**src/rtl/mem_pkg.sv**
```systemverilog
// Shared op codes, FSM state encoding and decode helpers for the MEM-stage
// access controller.
package mem_pkg;

  localparam int unsigned OP_W = 3;
  localparam int unsigned ST_W = 3;

  localparam logic [OP_W-1:0] OP_LW  = 3'd0;
  localparam logic [OP_W-1:0] OP_LH  = 3'd1;
  localparam logic [OP_W-1:0] OP_LHU = 3'd2;
  localparam logic [OP_W-1:0] OP_LB  = 3'd3;
  localparam logic [OP_W-1:0] OP_LBU = 3'd4;
  localparam logic [OP_W-1:0] OP_SW  = 3'd5;
  localparam logic [OP_W-1:0] OP_SH  = 3'd6;
  localparam logic [OP_W-1:0] OP_SB  = 3'd7;

  localparam logic [ST_W-1:0] ST_IDLE   = 3'd0;
  localparam logic [ST_W-1:0] ST_WAIT   = 3'd1;
  localparam logic [ST_W-1:0] ST_ACCESS = 3'd2;
  localparam logic [ST_W-1:0] ST_WRITE  = 3'd3;
  localparam logic [ST_W-1:0] ST_RESP   = 3'd4;

  localparam logic [31:0] DM_BYTES_DEF = 32'h3000;

  function automatic logic is_load(input logic [OP_W-1:0] op);
    return op <= OP_LBU;
  endfunction

  function automatic logic is_sub(input logic [OP_W-1:0] op);
    return (op == OP_SH) || (op == OP_SB);
  endfunction

  // Word ops need a 4-byte aligned address, half ops a 2-byte aligned one.
  function automatic logic misaligned(input logic [OP_W-1:0] op, input logic [1:0] off);
    logic bad;
    bad = 1'b0;
    case (op)
      OP_LW, OP_SW:         bad = (off != 2'd0);
      OP_LH, OP_LHU, OP_SH: bad = off[0];
      default:              bad = 1'b0;
    endcase
    return bad;
  endfunction

endpackage

```
**src/rtl/mem_lane_unit.sv**
```systemverilog
// Combinational little-endian lane logic: load extract/extend and sub-word
// store merge into a full memory word.
module mem_lane_unit
  import mem_pkg::*;
(
  input  logic [OP_W-1:0] op_i,
  input  logic [1:0]      off_i,
  input  logic [31:0]     word_i,
  input  logic [15:0]     wdata_i,
  output logic [31:0]     load_c,
  output logic [31:0]     merge_c
);

  logic [7:0]  byte_sel;
  logic [15:0] half_sel;

  always_comb begin
    byte_sel = word_i[{off_i, 3'b000} +: 8];
    half_sel = off_i[1] ? word_i[31:16] : word_i[15:0];

    load_c = '0;
    case (op_i)
      OP_LW:   load_c = word_i;
      OP_LH:   load_c = {{16{half_sel[15]}}, half_sel};
      OP_LHU:  load_c = {16'h0000, half_sel};
      OP_LB:   load_c = {{24{byte_sel[7]}}, byte_sel};
      OP_LBU:  load_c = {24'h000000, byte_sel};
      default: load_c = '0;
    endcase

    merge_c = word_i;
    if (op_i == OP_SB) begin
      merge_c[{off_i, 3'b000} +: 8] = wdata_i[7:0];
    end else if (op_i == OP_SH) begin
      if (off_i[1]) merge_c[31:16] = wdata_i;
      else          merge_c[15:0]  = wdata_i;
    end
  end

endmodule

```
**src/rtl/mem_access_ctrl.sv**
```systemverilog
// MEM-stage access controller in front of the word-wide data memory: checks
// requests, drives the dm word port, does read-modify-write for sub-word stores.
module mem_access_ctrl
  import mem_pkg::*;
#(
  parameter int unsigned WAIT_CYC = 0,
  parameter logic [31:0] DM_BYTES = DM_BYTES_DEF
) (
  input  logic            clk,
  input  logic            reset,
  input  logic            req_valid,
  output logic            req_ready,
  input  logic [OP_W-1:0] req_op,
  input  logic [31:0]     req_addr,
  input  logic [31:0]     req_wdata,
  input  logic [31:0]     req_pc,
  output logic            resp_valid,
  output logic [31:0]     resp_rdata,
  output logic            resp_exc,
  output logic [11:0]     dm_A,
  output logic [31:0]     dm_WD,
  output logic            dm_MemWrite,
  output logic [31:0]     dm_PC,
  input  logic [31:0]     dm_RD
);

  localparam int unsigned CNT_W = 4;

  logic [ST_W-1:0]  state_q, state_d;
  logic [OP_W-1:0]  op_q, op_d;
  logic [13:0]      addr_q, addr_d;
  logic [31:0]      wdata_q, wdata_d;
  logic [31:0]      pc_q, pc_d;
  logic             exc_q, exc_d;
  logic [CNT_W-1:0] cnt_q, cnt_d;
  logic [31:0]      merge_q, merge_d;
  logic [31:0]      result_q, result_d;
  logic             resp_valid_q, resp_valid_d;
  logic [31:0]      resp_rdata_q, resp_rdata_d;
  logic             resp_exc_q, resp_exc_d;
  logic             ready_q, ready_d;
  logic             we_c;
  logic             req_exc_c;
  logic [31:0]      lane_word_c;
  logic [31:0]      load_c;
  logic [31:0]      merge_c;

  assign req_exc_c = misaligned(req_op, req_addr[1:0]) || (req_addr >= DM_BYTES);

  // WRITE merges into the word captured in ACCESS, so dm_WD does not move between them.
  assign lane_word_c = (state_q == ST_WRITE) ? merge_q : dm_RD;

  mem_lane_unit u_lane (
    .op_i    (op_q),
    .off_i   (addr_q[1:0]),
    .word_i  (lane_word_c),
    .wdata_i (wdata_q[15:0]),
    .load_c  (load_c),
    .merge_c (merge_c)
  );

  always_comb begin
    state_d      = state_q;
    op_d         = op_q;
    addr_d       = addr_q;
    wdata_d      = wdata_q;
    pc_d         = pc_q;
    exc_d        = exc_q;
    cnt_d        = cnt_q;
    merge_d      = merge_q;
    result_d     = result_q;
    resp_valid_d = 1'b0;
    resp_rdata_d = resp_rdata_q;
    resp_exc_d   = resp_exc_q;
    we_c         = 1'b0;

    case (state_q)
      ST_IDLE: begin
        if (req_valid) begin
          op_d     = req_op;
          addr_d   = req_addr[13:0];
          wdata_d  = req_wdata;
          pc_d     = req_pc;
          exc_d    = req_exc_c;
          cnt_d    = CNT_W'(WAIT_CYC);
          result_d = '0;
          if (req_exc_c)          state_d = ST_RESP;
          else if (WAIT_CYC != 0) state_d = ST_WAIT;
          else                    state_d = ST_ACCESS;
        end
      end
      ST_WAIT: begin
        cnt_d = cnt_q - CNT_W'(1);
        if (cnt_q <= CNT_W'(1)) state_d = ST_ACCESS;
      end
      ST_ACCESS: begin
        if (is_load(op_q)) begin
          result_d = load_c;
          state_d  = ST_RESP;
        end else if (op_q == OP_SW) begin
          we_c    = 1'b1;
          state_d = ST_RESP;
        end else begin
          merge_d = dm_RD;
          state_d = ST_WRITE;
        end
      end
      ST_WRITE: begin
        we_c    = 1'b1;
        state_d = ST_RESP;
      end
      ST_RESP: begin
        resp_valid_d = 1'b1;
        resp_rdata_d = result_q;
        resp_exc_d   = exc_q;
        state_d      = ST_IDLE;
      end
      default: state_d = ST_IDLE;
    endcase

    ready_d = (state_d == ST_IDLE);
  end

  always_ff @(posedge clk) begin
    if (!reset) begin
      state_q      <= ST_IDLE;
      op_q         <= '0;
      addr_q       <= '0;
      wdata_q      <= '0;
      pc_q         <= '0;
      exc_q        <= 1'b0;
      cnt_q        <= '0;
      merge_q      <= '0;
      result_q     <= '0;
      resp_valid_q <= 1'b0;
      resp_rdata_q <= '0;
      resp_exc_q   <= 1'b0;
      ready_q      <= 1'b1;
    end else begin
      state_q      <= state_d;
      op_q         <= op_d;
      addr_q       <= addr_d;
      wdata_q      <= wdata_d;
      pc_q         <= pc_d;
      exc_q        <= exc_d;
      cnt_q        <= cnt_d;
      merge_q      <= merge_d;
      result_q     <= result_d;
      resp_valid_q <= resp_valid_d;
      resp_rdata_q <= resp_rdata_d;
      resp_exc_q   <= resp_exc_d;
      ready_q      <= ready_d;
    end
  end

  assign req_ready   = ready_q;
  assign resp_valid  = resp_valid_q;
  assign resp_rdata  = resp_rdata_q;
  assign resp_exc    = resp_exc_q;
  assign dm_A        = addr_q[13:2];
  assign dm_PC       = pc_q;
  assign dm_WD       = is_sub(op_q) ? merge_c : wdata_q;
  // Reset must kill the strobe immediately, even in the middle of a read-modify-write.
  assign dm_MemWrite = reset & we_c;

endmodule

```
**config.mk**
```make
export PLATFORM = sky130hd
export DESIGN_NAME = mem_access_ctrl
export DESIGN_NICKNAME = d
export VERILOG_FILES = /design/src/rtl/mem_pkg.sv /design/src/rtl/mem_lane_unit.sv /design/src/rtl/mem_access_ctrl.sv
export SDC_FILE = /design/constraint.sdc
export NUM_CORES = 1
export LEC_CHECK = 0
export ABC_CLOCK_PERIOD_IN_PS = 3900
export CORE_ASPECT_RATIO = 1.4
export CORE_MARGIN = 3
export CORE_UTILIZATION = 30
export DETAILED_ROUTE_END_ITERATION = 10
export SLEW_MARGIN = 20
export SYNTH_ARGS = -nofsm -noshare
export SYNTH_HDL_FRONTEND = slang
export SYNTH_SLANG_ARGS = --single-unit
```
**constraint.sdc**
```tcl
create_clock -name clk -period 3.9 [get_ports clk]
set_input_delay 0.975 -clock clk [delete_from_list [all_inputs] [get_ports clk]]
set_output_delay 0.975 -clock clk [all_outputs]
set_load 0.02 [all_outputs]
```
# == Yosys cells after proc, flatten, opt, wreduce, memory -nomap -nowiden ==
# Cells that the tools add are included.
# op_classes
multipliers,0
n_div,0
shift,3
reduce_logical,15
eq_ne,17
n_mux,25
n_addsub,2
bitwise_logic,3
magnitude_cmp,3
# ops
cell,n
$mux W32,6
$pmux W32 S5,1
$pmux W32 S2,1
$mux W16,3
$bwmux W32,1
$ge A32 B14 Y1 const B,1
$shift A8 B7 Y32 const A,1
$shiftx A32 B6 Y8,1
$shiftx A8 B7 Y32,1
$eq A3 B3 Y1 const B,7
$eq A3 B2 Y1 const B,5
$mux W3,5
$logic_not A3 Y1,4
$pmux W3 S4,1
$eq A3 B1 Y1 const B,3
$pmux W4 S2,1
$neg A5 Y7,1
$reduce_and A3 Y1,2
$reduce_bool A2 Y1,3
$le A4 B1 Y1 const B,1
$mux W4,1
$ne A2 B2 Y1 const B,2
$pmux W1 S2,2
$reduce_and A2 Y1,2
8 further kinds,12
# word_totals
wordCells,81
output_inout_bits,112
n_memories,0
regBits,188
input_bits,134
mem_bits_rw,0
latchBits,0
romBits,0

# == Longest topological paths before layout ==
# Gate-level depths: netlist of the first run.
# depth
ltp_word,8
depth_mapped,8
mapped_depth_nobuf,6

# == Modules after synthesis ==
# Synthesis of the first run repeated with hierarchy kept, for this count alone.
# unflattened
cells_unflattened,1179
area_unflattened_um2,9810.7
# by_module_without_submodules
module,area_per_inst_um2,cells_each,n_inst
mem_access_ctrl,8121.5,937,1
mem_lane_unit,1689.1,242,1

# == Least setup slack after synthesis of the first run ==
# No wires, ideal clock.
# synth_timing
path_type,register to output
from,register addr_q[1]
to,output port dm_WD[24]
path_slack_ns,0.616
required_time_ns,2.925
t_arrival_ns,2.309
path_stages_with_launch,7
path_cell_list,dfxtp_1 buf_2 inv_1 ha_1 nor4_1 a22oi_1 o211ai_1
# synth_via
elab_chain_cells,5
word_cells_on_any_way,8
cone_classes,1 x add/sub; 2 x shift; 5 x mux
# synth_rtl
item,line,rtl
"start, declared",mem_access_ctrl.sv:31,"logic [13:0] addr_q, addr_d;"
"start signal, assigned",mem_access_ctrl.sv:142,addr_q <= addr_d;
$neg A5 Y7,mem_lane_unit.sv:33,"merge_c[{off_i, 3'b000} +: 8] = wdata_i[7:0];"
$shiftx A8 B7 Y32 or $shift A8 B7 Y32 (tied branches),mem_lane_unit.sv:33,
$bwmux W32,mem_lane_unit.sv:33,
$mux W32 *,mem_lane_unit.sv:32,if (op_i == OP_SB) begin
$mux W32 *,mem_access_ctrl.sv:162,assign dm_WD = is_sub(op_q) ? merge_c : wdata_q;
"end, declared",mem_access_ctrl.sv:21,"output logic [31:0] dm_WD,"
# Every way passes the cells marked *; elsewhere a longest branch is shown, timed or not.

# == Final worst setup path of the first run ==
# layout_timing
from,register addr_q[0]
to,output port dm_WD[30]
# layout_via
elab_chain_cells,5
word_cells_on_any_way,6
cone_classes,1 x add/sub; 2 x shift; 3 x mux
# layout_rtl
item,line
$neg A5 Y7 *,mem_lane_unit.sv:33
$shiftx A8 B7 Y32 or $shift A8 B7 Y32 (tied branches),mem_lane_unit.sv:33
$bwmux W32 *,mem_lane_unit.sv:33
$mux W32 *,mem_lane_unit.sv:32
$mux W32 *,mem_access_ctrl.sv:162
# Marked as above.

==> key figures, run 1 <==
Worst setup path
  – Critical-path top delay cell: sky130_fd_sc_hd__clkdlybuf4s50_1
  – Crit path buf inv count: 4
  – Cell with the most instances on the worst path: sky130_fd_sc_hd__buf_4
  – Worst path required time: slightly below 3 ns
  – Arrival time worst endpoint: 2.81 ns
  – Worst Setup Start Kind: flip-flop
  – Path type of the worst setup path: flip-flop to output pin
  – Crit end category: output pin
  – Critical path's largest stage delay: a little over 0.7 ns
  – Maximum fanout along the worst path: 11
  – Top delay family on crit path: buffers and inverters
  – Ordered list of cells on the worst path: buf_4, ha_1, clkinv_2, nor4_1, buf_4, a22oi_1, o211ai_1, clkdlybuf4s50_1

Pwr
  – Fraction of power consumed by sequential logic: 0.455
  – Switching portion of total power: 0.284
  – P_sw: around 1300 µW
  – Power density of the placed cells: around 350 mW/mm²
  – Int Pwr: 3160 µW
  – Max VDD drop: ~0.33 mV
  – Overall power of the completed layout: 4420 µW
  – Clock power frac: 0.384
  – LEAKAGE: between 0.004 and 0.005 µW
  – Power share of the combinational group: 0.160

Yosys
  – Synthesized Nets: between 1000 and 1500
  – Number of synthesized flops with an enable pin: 0
  – Number of synthesized register bits: around 190
  – Synth Area per Inst: 8.13 µm²
  – Warnings from Yosys: 0
  – Number of distinct standard cells referenced by the synthesized netlist: 55
  – Sequential share of the synthesized area: 0.401
  – Async S/R FF share, synth: 0
  – Most used flip-flop cell after synthesis: sky130_fd_sc_hd__dfxtp_1
  – Post-Synthesis Cell Area: 0.00939 mm²
  – Number of standard cells after synthesis: 1155

Detailed routing
  – Number of search-and-repair iterations in the first detailed-routing pass: 5
  – Detailed-routed wire length on met2: about 15000 µm
  – Antenna Violating Nets Remaining: 0
  – Metal-1 WL: about 13000 µm
  – Vias per Instance: ~5.1
  – Uppermost layer routed: met4
  – Vias: approximately 8900
  – Residual DRC: 0
  – WL/cell: 18.1 µm
  – Met3 wirelength from detailed routing: approximately 2100 µm
  – Iteration-0 DRC Markers: approximately 650
  – Overall routed net length: 31600 µm

CTS
  – H-tree levels: 4
  – Source-to-sink clock delay at the later pin of the worst-skew pair: about 0.44 ns
  – Clock-pin slew of the registers on the worst-case setup and hold paths: 0.07 ns
  – Clock sink count: 188
  – Library cell used as clock root buffer: sky130_fd_sc_hd__clkbuf_16
  – Worst-case clock buffer depth: 2
  – CTS tree: built
  – Number of buffers inserted during clock tree synthesis: 17

Die
  – Core area: about 0.031 mm²
  – Die Area: roughly 0.033 mm²
  – Number of top-level pins: between 200 and 250
  – Horiz. Die Dim: approximately 160 µm
  – Vertical die dimension: 215 µm
  – Starting density of the core: 0.305
  – Placement row count: between 70 and 80

Global route
  – Total Routing Usage GR: 0.185
  – Wire length of the first global-routing pass: a little under 50000 µm
  – Antenna violations before repair: 1
  – Largest net degree at the start of global routing: about 190
  – Number of global-route vias before repair: 8780
  – Total grt overflow: 0

STA
  – Unrepaired setup endpoints after global routing: false
  – Final slew viol count: 0
  – Transition at the pin with the smallest max-transition slack: a little over 0.9 ns
  – Part of the cycle the worst path needs: 0.969
  – TNS Setup: 0 ns
  – Fmax: approximately 0.26 GHz
  – Relative slew margins: 0.389
  – Worst Setup Slack, final: ~0.12 ns
  – Final critical path time including I/O delays and setup: approximately 3.8 ns
  – Final worst clock skew: 0.0169 ns
  – Final Hold Vio Count: 0
  – Number of failing setup endpoints in the final timing report: 0

Worst hold path
  – Hold Crit Class: flip-flop to flip-flop

Layout
  – Leading cell types in the layout, fill and taps excluded: sky130_fd_sc_hd__nand2_1 (337), sky130_fd_sc_hd__clkdlybuf4s50_1 (230), sky130_fd_sc_hd__dfxtp_1 (187)
  – Post-layout net count: 1479
  – Most common library cell in the layout ignoring fill and taps: sky130_fd_sc_hd__nand2_1
  – Layout Area Growth over Synthesis: 35.5%
  – Final cell count without fillers: between 1500 and 2000
  – Share of cells above drive strength 1: 0.0785

Outcome
  – Status: finished clean

Placement
  – Final GP Congestion: just under 0.9
  – HPWL after detailed placement: about 23000 µm
  – Worst setup timing slack at the placement stage: a little over 0.06 ns
  – PortBufs: 245
  – Number of cells after detailed placement: approximately 1700

Run
  – Max cap viols: 0
## worst register-to-register path: stages, from the launching register on
cell,delay [ns]
sky130_fd_sc_hd__dfxtp_2,0.39
sky130_fd_sc_hd__buf_4,0.54
sky130_fd_sc_hd__mux2i_1,0.35
sky130_fd_sc_hd__mux2i_1,0.14
sky130_fd_sc_hd__a22oi_2,0.71
sky130_fd_sc_hd__a31oi_1,0.18
## per-layer routing
layer / up-vias / track usage
met3: 41 / 0.0429
li1: 4361 / -
met5: - / 0
met2: 293 / 0.314
met1: 4176 / 0.230
met4: 0 / 0.0634
## synthesized netlist by cell type (all sizes together), types with 7 or more instances
library cell  number  area share
a211oi            12      0.0096
a2bb2oi           12       0.011
a22oi             17       0.014
mux4               8       0.019
nand2            338        0.14
a221oi            11       0.010
mux2i             21       0.022
inv                8      0.0032
nor2              23      0.0092
and2              36       0.024
nand2b            17       0.011
dfxtp            188        0.40
o211ai            27       0.022
a21boi           146        0.12
buf               36       0.023
clkbuf            70       0.028
a21oi              7      0.0037
ha                 7      0.0093
o22ai              7      0.0047
a31oi             34       0.023
mux2              22       0.026
o21ai             44       0.023
## path summary, 6_finish.rpt
kind	startpoint	endpoint	slack, ns	cells past startpoint
max	addr_q[0]	dm_WD[30]	0.12	8
min	result_q[29]	resp_rdata[29]	0.46	2
max reg2reg	addr_q[1]	result_q[29]	1.44	5
min reg2reg	result_q[29]	resp_rdata[29]	0.46	2
## power by group through the flow
stage	registers, µW	clock network, µW	logic [µW]
final	2010	1700	708
after global routing	2020	1820	764
after CTS	2010	1750	713
after detailed placement	2050	0	710
after global placement	2050	0	706
after floorplan	2070	0	335
## final cells by class
type	count	area, µm²
Inverter	9	35.0
Tap cell	390	488
Multi-Input combinational cell	852	5160
Clock buffer	18	439
Sequential cell	188	3760
Antenna cell	1	2.50
Clock inverter	14	129
Fill cell	3212	18100
Timing Repair Buffer	270	2700
## state kept, by name, summed over array words and instances (netlist names)
signal / count
addr_q: 14
cnt_q: 4
dm_PC: 32
exc_q: 1
merge_q: 32
op_q: 3
req_ready: 1
resp_exc: 1
resp_rdata: 32
resp_valid: 1
result_q: 32
state_q: 3
wdata_q: 32
## cell families (layout without fill, tap and decap cells)
group | after synthesis | in the layout | synth area share
XOR/XNOR | 2 | 2 | 0.00187
other | 0 | 1 | 0
AND/OR/NAND/NOR | 463 | 463 | 0.216
flip-flops | 188 | 188 | 0.401
AO/OA/AOI/OAI | 329 | 329 | 0.249
adder cells (fa/ha/maj) | 7 | 7 | 0.00933
buffers and inverters | 115 | 311 | 0.0549
multiplexers | 51 | 51 | 0.0680
## timing repair
action	in CTS	in global routing
gates cloned	0	0
buffers inserted	0	1
setup endpoints to repair	13	17
pin swaps	0	1
endpoints found under the hold margin	0	0
resized for setup	6	12
hold buffers	0	0
## per-stage QoR
step	cell area (µm²)	hold WS, ns	util
finish	12700	0.461	0.413
global route	12700	0.487	0.413
CTS	12700	0.468	0.411
detailed placement	12100	0.455	0.393
global placement	12100	0.450	0.393
floorplan	9390	0.436	-
Power figures use the tool's default switching activity.
==> inputs of run 2 (changes only) <==
CORE_ASPECT_RATIO = 1.1   (was 1.4)
CORE_MARGIN = 2   (was 3)
==> run 2 against run 1 <==
Die area down 2.3%. Hold slack gained 0.0024 ns. Setup slack worse by 0.065 ns. Cell area rose by 1.1%. Clock-buffer cell count is 1 lower. Global-route usage up 0.49 points. Critical endpoint is now dm_WD[12]. Largest power group unchanged. Sequential share of layout area fell by 0.31 points. Combinational power up 0.7%. Routed wire length up 0.51%. Non-clock buffer count increased by 6. Largest cell class unchanged.
==> key figures, run 2 (synthesis results as in run 1) <==
Outcome
  – Status: finished clean

Layout
  – Share of cells above drive strength 1: 0.0803 (+0.00186)
  – End-of-flow core utilization: 0.420 (+0.00727)
  – Leading cell types in the layout, fill and taps excluded: sky130_fd_sc_hd__nand2_1 (337), sky130_fd_sc_hd__clkdlybuf4s50_1 (227), sky130_fd_sc_hd__dfxtp_1 (187)
  – Post-route standard cell area excluding fillers: 0.0129 mm² (+1.1%)
  – Post-layout net count: 1485 (+0.41%)
  – Most common library cell in the layout ignoring fill and taps: sky130_fd_sc_hd__nand2_1
  – Layout Area Growth over Synthesis: 36.9%

Pwr
  – Power density of the placed cells: 357 mW/mm² (+2.7%)
  – Switching portion of total power: 0.283 (-0.00135)
  – Overall power of the completed layout: 4590 µW (+3.8%)
  – LEAKAGE: 0.00480 µW (+2.2%)
  – P_sw: 1300 µW (+3.3%)
  – Max VDD drop: 0.285 mV (-13%)
  – Power share of the combinational group: 0.155 (-0.005)
  – Int Pwr: 3290 µW (+4.0%)
  – Fraction of power consumed by sequential logic: 0.438 (-0.017)
  – Clock power frac: 0.406 (+0.022)

CTS
  – Worst-case clock buffer depth: 2 (unchanged)
  – Library cell used as clock root buffer: sky130_fd_sc_hd__clkbuf_16
  – Clock-pin slew of the registers on the worst-case setup and hold paths: 0.07 ns (about the same)
  – Clock sink count: 188 (unchanged)
  – Number of buffers inserted during clock tree synthesis: 17 (unchanged)
  – H-tree levels: 4 (unchanged)
  – CTS tree: built
  – Source-to-sink clock delay at the later pin of the worst-skew pair: 0.45 ns (about the same)

Detailed routing
  – Uppermost layer routed: met4
  – Met3 wirelength from detailed routing: 2220 µm (+6.6%)
  – Overall routed net length: 31700 µm (+0.51%)
  – Number of search-and-repair iterations in the first detailed-routing pass: 5 (unchanged)
  – Detailed-routed wire length on met2: 14700 µm (-4.9%)
  – Antenna Violating Nets Remaining: 0 (unchanged)
  – Iteration-0 DRC Markers: 793 (+22%)
  – Residual DRC: 0 (unchanged)
  – Vias: 8878 (+0.079%)
  – Metal-1 WL: 14200 µm (+7.9%)
  – WL/cell: 17.9 µm (-1.2%)
  – Vias per Instance: 5.01 (-1.6%)

Global route
  – Number of global-route vias before repair: 8498 (-3.2%)
  – Antenna violations before repair: 1 (unchanged)
  – Wire length of the first global-routing pass: 48900 µm (-1.5%)
  – Total Routing Usage GR: 0.190 (+0.00492)
  – Total grt overflow: 0 (unchanged)
  – Largest net degree at the start of global routing: 97 (-48%)

Worst setup path
  – Worst path required time: 2.92 ns (about the same)
  – Launch point of the worst path: dm_RD[12]
  – Arrival time worst endpoint: 2.87 ns (+0.06 ns)
  – Ordered list of cells on the worst path: clkdlybuf4s50_1, mux2_2, o22ai_1, a211oi_1, clkdlybuf4s50_1
  – Cell with the most instances on the worst path: sky130_fd_sc_hd__clkdlybuf4s50_1
  – Worst reg2reg path depth: 5 (unchanged)
  – Startpoint of the worst register-to-register path: addr_q[1]
  – Worst Setup Start Kind: primary input
  – Critical-path top delay cell: sky130_fd_sc_hd__clkdlybuf4s50_1
  – R2r setup slk: 1.62 ns (+0.18 ns)
  – Critical Path End: dm_WD[12]
  – Maximum fanout along the worst path: 3 (-8)
  – Critical register-to-register path endpoint: result_q[30]
  – Crit end category: output pin
  – Critical path's largest stage delay: 0.68 ns (-0.03 ns)
  – Path type of the worst setup path: primary input to output pin

STA
  – Relative slew margins: 0.420 (+0.0306)
  – Final slew viol count: 0 (unchanged)
  – Final worst clock skew: 0.0104 ns (-0.00649 ns)
  – Fmax: 0.260 GHz (-1.7%)
  – Number of failing setup endpoints in the final timing report: 0 (unchanged)
  – Final Hold Vio Count: 0 (unchanged)
  – Final critical path time including I/O delays and setup: 3.85 ns (+0.0652 ns)
  – Transition at the pin with the smallest max-transition slack: 0.870 ns (-0.0459 ns)
  – Part of the cycle the worst path needs: 0.986 (+0.0167)
  – Worst slack on hold paths: 0.463 ns (+0.00243 ns)
  – Unrepaired setup endpoints after global routing: false

Placement
  – PortBufs: 245 (unchanged)
  – Placed instance area: 0.0122 mm² (+0.61%)
  – HPWL after detailed placement: 22700 µm (+0.12%)
  – Final GP Congestion: 0.848 (-3.5%)

Die
  – Die Area: 0.0327 mm² (-2.3%)
  – Vertical die dimension: 190 µm (-12%)
  – Placement row count: 67 (-12%)
  – Number of top-level pins: 246 (unchanged)
  – Core area: 0.0306 mm² (-0.69%)
  – Horiz. Die Dim: 173 µm (+11%)
  – Starting density of the core: 0.307 (+0.00211)

Run
  – Max cap viols: 0 (unchanged)

Worst hold path
  – Hold Crit Class: flip-flop to flip-flop
-- run 2: cell types whose count changed in the layout (fill, tap and decap cells not counted), moves of 2 or more --
cell	delta
sky130_fd_sc_hd__buf_4	+5
sky130_fd_sc_hd__clkdlybuf4s50_1	-3
sky130_fd_sc_hd__dlymetal6s2s_1	+3
sky130_fd_sc_hd__a221oi_1	+2
sky130_fd_sc_hd__a221oi_2	-2
sky130_fd_sc_hd__bufinv_16	+2
sky130_fd_sc_hd__clkinv_4	-2
sky130_fd_sc_hd__clkinv_8	+2
sky130_fd_sc_hd__inv_6	-2
sky130_fd_sc_hd__inv_8	+2
-- run 2: worst min-delay path by stage --
stage | slack [ns] | from | cells after the start | to
6_report | 0.46 | result_q[8] | 2 | resp_rdata[8]
5_1_grt | 0.48 | result_q[22] | 2 | resp_rdata[22]
4_1_cts | 0.46 | result_q[4] | 2 | resp_rdata[4]
3_5_place_dp | 0.45 | result_q[22] | 2 | resp_rdata[22]
3_3_place_gp | 0.45 | result_q[4] | 2 | resp_rdata[4]
2_1_floorplan | 0.44 | result_q[0] | 2 | resp_rdata[0]
-- run 2: metal layers --
layer,global-route usage,vias to the layer above
met4,0.0605,0
met2,0.307,303
met5,0,-
met1,0.251,4167
met3,0.0450,33
li1,-,4375
-- run 2: power groups by stage --
stage                     clock (µW)  combinational [µW]  sequential, µW
after floorplan                    0                 335            2070
after global placement             0                 711            2050
after detailed placement           0                 713            2050
after CTS                       1910                 715            2010
after global routing            1980                 768            2020
final                           1860                 713            2010
-- run 2: worst max-delay path: cells and delay by family --
| kind | cells | cell delay [ns] |
|---|---|---|
| buf+inv | 2 | 1.21 |
| compound gates | 2 | 0.43 |
| mux | 1 | 0.25 |
-- run 2: repair_timing --
action,CTS,global route
hold buffers,0,0
buffers inserted,0,1
pin swaps,0,1
setup endpoints to repair,4,22
gates resized for setup,3,16
-- run 2: cell type report --
type | count | area [µm²]
diodes | 1 | 2.50
flip-flops and latches | 188 | 3760
clock buffers | 17 | 425
clock inverters | 15 | 201
multi-input cells | 852 | 5150
repair buffers | 276 | 2760
well taps | 414 | 518
inverters | 9 | 33.8
fillers | 3052 | 17700
-- run 2: through the flow --
step	worst slack [ns]	instances	setup TNS [ns]
3_5_place_dp	0.00356	1738	0
3_3_place_gp	0.0243	1738	0
6_report	0.0539	1772	0
2_1_floorplan	0.616	1155	0
5_1_grt	0.0118	1772	0
4_1_cts	-0.0215	1770	-0.0215
==> inputs of run 3 (changes only) <==
GPL_TIMING_DRIVEN = 0   (was default)
RECOVER_POWER = 25   (was default)
==> run 3 against run 2 <==
Setup slack gained 0.043 ns. Sequential share of layout area shrank 0.52 points. Global-route usage grew 1.4 points. Clock-buffer cell count grew 1. First-iteration DRC count shrank 9.0%. Via count grew 4.9%. Sequential cell count is the same. Sequential power is essentially flat. Non-clock buffer count grew 79. Routed wire length grew 8.9%. Total power grew 0.90%. Maximum frequency grew 1.1%. Critical path type is now flip-flop to output pin. Critical endpoint is now dm_WD[13]. Largest cell class unchanged. Largest power group unchanged.
==> key figures, run 3 (synthesis results as in run 1) <==
Layout
  – End-of-flow core utilization: 0.428 (+0.00765)
  – Most common library cell in the layout ignoring fill and taps: sky130_fd_sc_hd__nand2_1
  – Post-layout net count: 1564 (+5.3%)
  – Leading cell types in the layout, fill and taps excluded: sky130_fd_sc_hd__nand2_1 (338), sky130_fd_sc_hd__dfxtp_1 (187), sky130_fd_sc_hd__clkdlybuf4s50_1 (173)
  – Share of cells above drive strength 1: 0.0920 (+0.0117)
  – Final cell count without fillers: 1849 (+4.3%)
  – Layout Area Growth over Synthesis: 39.4%
  – Antenna fix cells: 0 (-1)
  – Fill cell total of the finished layout: 3090 (+1.2%)

Detailed routing
  – Iteration-0 DRC Markers: 722 (-9.0%)
  – Vias per Instance: 5.04 (+0.51%)
  – Antenna Violating Nets Remaining: 0 (unchanged)
  – Vias: 9311 (+4.9%)
  – Overall routed net length: 34600 µm (+8.9%)
  – Residual DRC: 0 (unchanged)
  – Number of search-and-repair iterations in the first detailed-routing pass: 5 (unchanged)
  – WL/cell: 18.7 µm (+4.4%)

CTS
  – Source-to-sink clock delay at the later pin of the worst-skew pair: 0.44 ns (about the same)
  – CTS tree: built
  – Worst-case clock buffer depth: 2 (unchanged)
  – H-tree levels: 4 (unchanged)
  – Number of buffers inserted during clock tree synthesis: 17 (unchanged)
  – Clock sink count: 188 (unchanged)
  – Clock-pin slew of the registers on the worst-case setup and hold paths: 0.07 ns (about the same)
  – Library cell used as clock root buffer: sky130_fd_sc_hd__clkbuf_16

Outcome
  – Status: finished clean

Worst hold path
  – Hold path startpoint: resp_rdata[21]
  – Hold Crit Class: flip-flop to flip-flop
  – Number of instances on the worst hold path: 2 (unchanged)
  – Worst Hold End: resp_rdata[21]

STA
  – Part of the cycle the worst path needs: 0.975 (-0.0109)
  – Unrepaired setup endpoints after global routing: false
  – Transition at the pin with the smallest max-transition slack: 0.869 ns (-0.000559 ns)
  – Fmax: 0.263 GHz (+1.1%)
  – Number of failing setup endpoints in the final timing report: 0 (unchanged)
  – TNS Setup: 0 ns (unchanged)
  – Final slew viol count: 0 (unchanged)
  – Final worst clock skew: 0.0221 ns (+0.0117 ns)
  – Final Hold Vio Count: 0 (unchanged)
  – Relative slew margins: 0.417 (-0.00312)
  – Final critical path time including I/O delays and setup: 3.80 ns (-0.0425 ns)

Global route
  – Antenna violations before repair: 0 (-1)
  – Total grt overflow: 0 (unchanged)
  – Number of global-route vias before repair: 8949 (+5.3%)
  – Wire length of the first global-routing pass: 51900 µm (+6.1%)
  – Largest net degree at the start of global routing: 20 (-79%)
  – Total Routing Usage GR: 0.204 (+0.0138)

Worst setup path
  – Crit end category: output pin
  – Maximum fanout along the worst path: 10 (+7)
  – Path type of the worst setup path: flip-flop to output pin
  – R2r setup slk: 1.41 ns (-0.21 ns)
  – Arrival time worst endpoint: 2.83 ns (-0.04 ns)
  – Startpoint of the worst register-to-register path: op_q[2]
  – Critical register-to-register path endpoint: merge_q[13]
  – Worst path required time: 2.92 ns (about the same)
  – Worst reg2reg path depth: 7 (+2)
  – Worst Setup Start Kind: flip-flop

Die
  – Number of top-level pins: 246 (unchanged)
  – Horiz. Die Dim: 173 µm (unchanged)
  – Placement row count: 67 (unchanged)
  – Core area: 0.0306 mm² (unchanged)
  – Starting density of the core: 0.307 (unchanged)
  – Vertical die dimension: 190 µm (unchanged)
  – Die Area: 0.0327 mm² (unchanged)

Placement
  – Number of cells after detailed placement: 1814 (+4.4%)
  – PortBufs: 245 (unchanged)
  – HPWL after detailed placement: 26700 µm (+18%)
  – Final GP Congestion: 0.905 (+6.8%)

Pwr
  – Fraction of power consumed by sequential logic: 0.435 (-0.003)
  – LEAKAGE: 0.00492 µW (+2.6%)
  – Overall power of the completed layout: 4630 µW (+0.90%)
  – Power share of the combinational group: 0.161 (+0.006)
  – Power density of the placed cells: 354 mW/mm² (-0.90%)
  – Int Pwr: 3300 µW (+0.42%)
  – Switching portion of total power: 0.286 (+0.00343)
  – Clock power frac: 0.405 (about the same)
  – P_sw: 1320 µW (+2.1%)
  – Max VDD drop: 0.227 mV (-20%)

Run
  – Max cap viols: 0 (unchanged)
-- run 3: cell type report --
type                            count  area [µm²]  area share
Clock inverter                     13         171      0.0131
Multi-Input combinational cell    852        5190       0.397
Timing Repair Buffer              253        2480       0.189
Sequential cell                   188        3760       0.288
Buffer                            102         484      0.0370
Clock buffer                       18         439      0.0336
Tap cell                          414         518      0.0396
Inverter                            9        41.3     0.00316
-- run 3: worst max-delay path: stages (launching register included) --
cell,delay (ns)
sky130_fd_sc_hd__dfxtp_2,0.43
sky130_fd_sc_hd__buf_4,0.22
sky130_fd_sc_hd__clkbuf_2,0.35
sky130_fd_sc_hd__clkbuf_1,0.47
sky130_fd_sc_hd__o22ai_1,0.15
sky130_fd_sc_hd__a211oi_1,0.38
sky130_fd_sc_hd__dlygate4sd2_1,0.39
-- run 3: per-layer routing --
layer | up-vias | part of all wire | global-route usage
li1 | 4537 | - | -
met1 | 4386 | 0.44 | 0.259
met2 | 344 | 0.48 | 0.350
met3 | 44 | 0.065 | 0.0424
met4 | 0 | 0.021 | 0.0579
met5 | - | 0 | 0
-- run 3: power by group through the flow --
stage / registers (µW) / clock network (µW) / logic, µW
floorplan: 2070 / 0 / 335
global placement: 2050 / 0 / 736
detailed placement: 2060 / 0 / 740
CTS: 2010 / 1910 / 747
global route: 2020 / 1980 / 796
finish: 2010 / 1870 / 743
-- run 3: worst max path at each step --
stage	startpoint	end	slack (ns)	depth (start not counted)
2_1_floorplan	addr_q[1]	dm_WD[24]	0.62	6
3_3_place_gp	addr_q[1]	dm_WD[31]	-0.54	7
3_5_place_dp	addr_q[1]	dm_WD[17]	-0.46	8
4_1_cts	addr_q[1]	dm_WD[15]	0.004	8
5_1_grt	addr_q[1]	dm_WD[12]	0.01	6
6_report	addr_q[1]	dm_WD[13]	0.1	6
-- run 3: stage by stage --
stage / hold slack [ns] / instance area, µm² / setup slack, ns
finish: 0.457 / 13100 / 0.0964
detailed placement: 0.453 / 12400 / -0.458
global route: 0.480 / 13100 / 0.0103
floorplan: 0.436 / 9390 / 0.616
global placement: 0.448 / 12400 / -0.543
CTS: 0.466 / 13100 / 0.00434
-- run 3: what timing repair did --
action | in CTS | in global routing
buffers inserted | 8 | 0
setup endpoints to repair | 33 | 5
hold buffers | 0 | 0
pin swaps | 4 | 0
resized for setup | 51 | 6
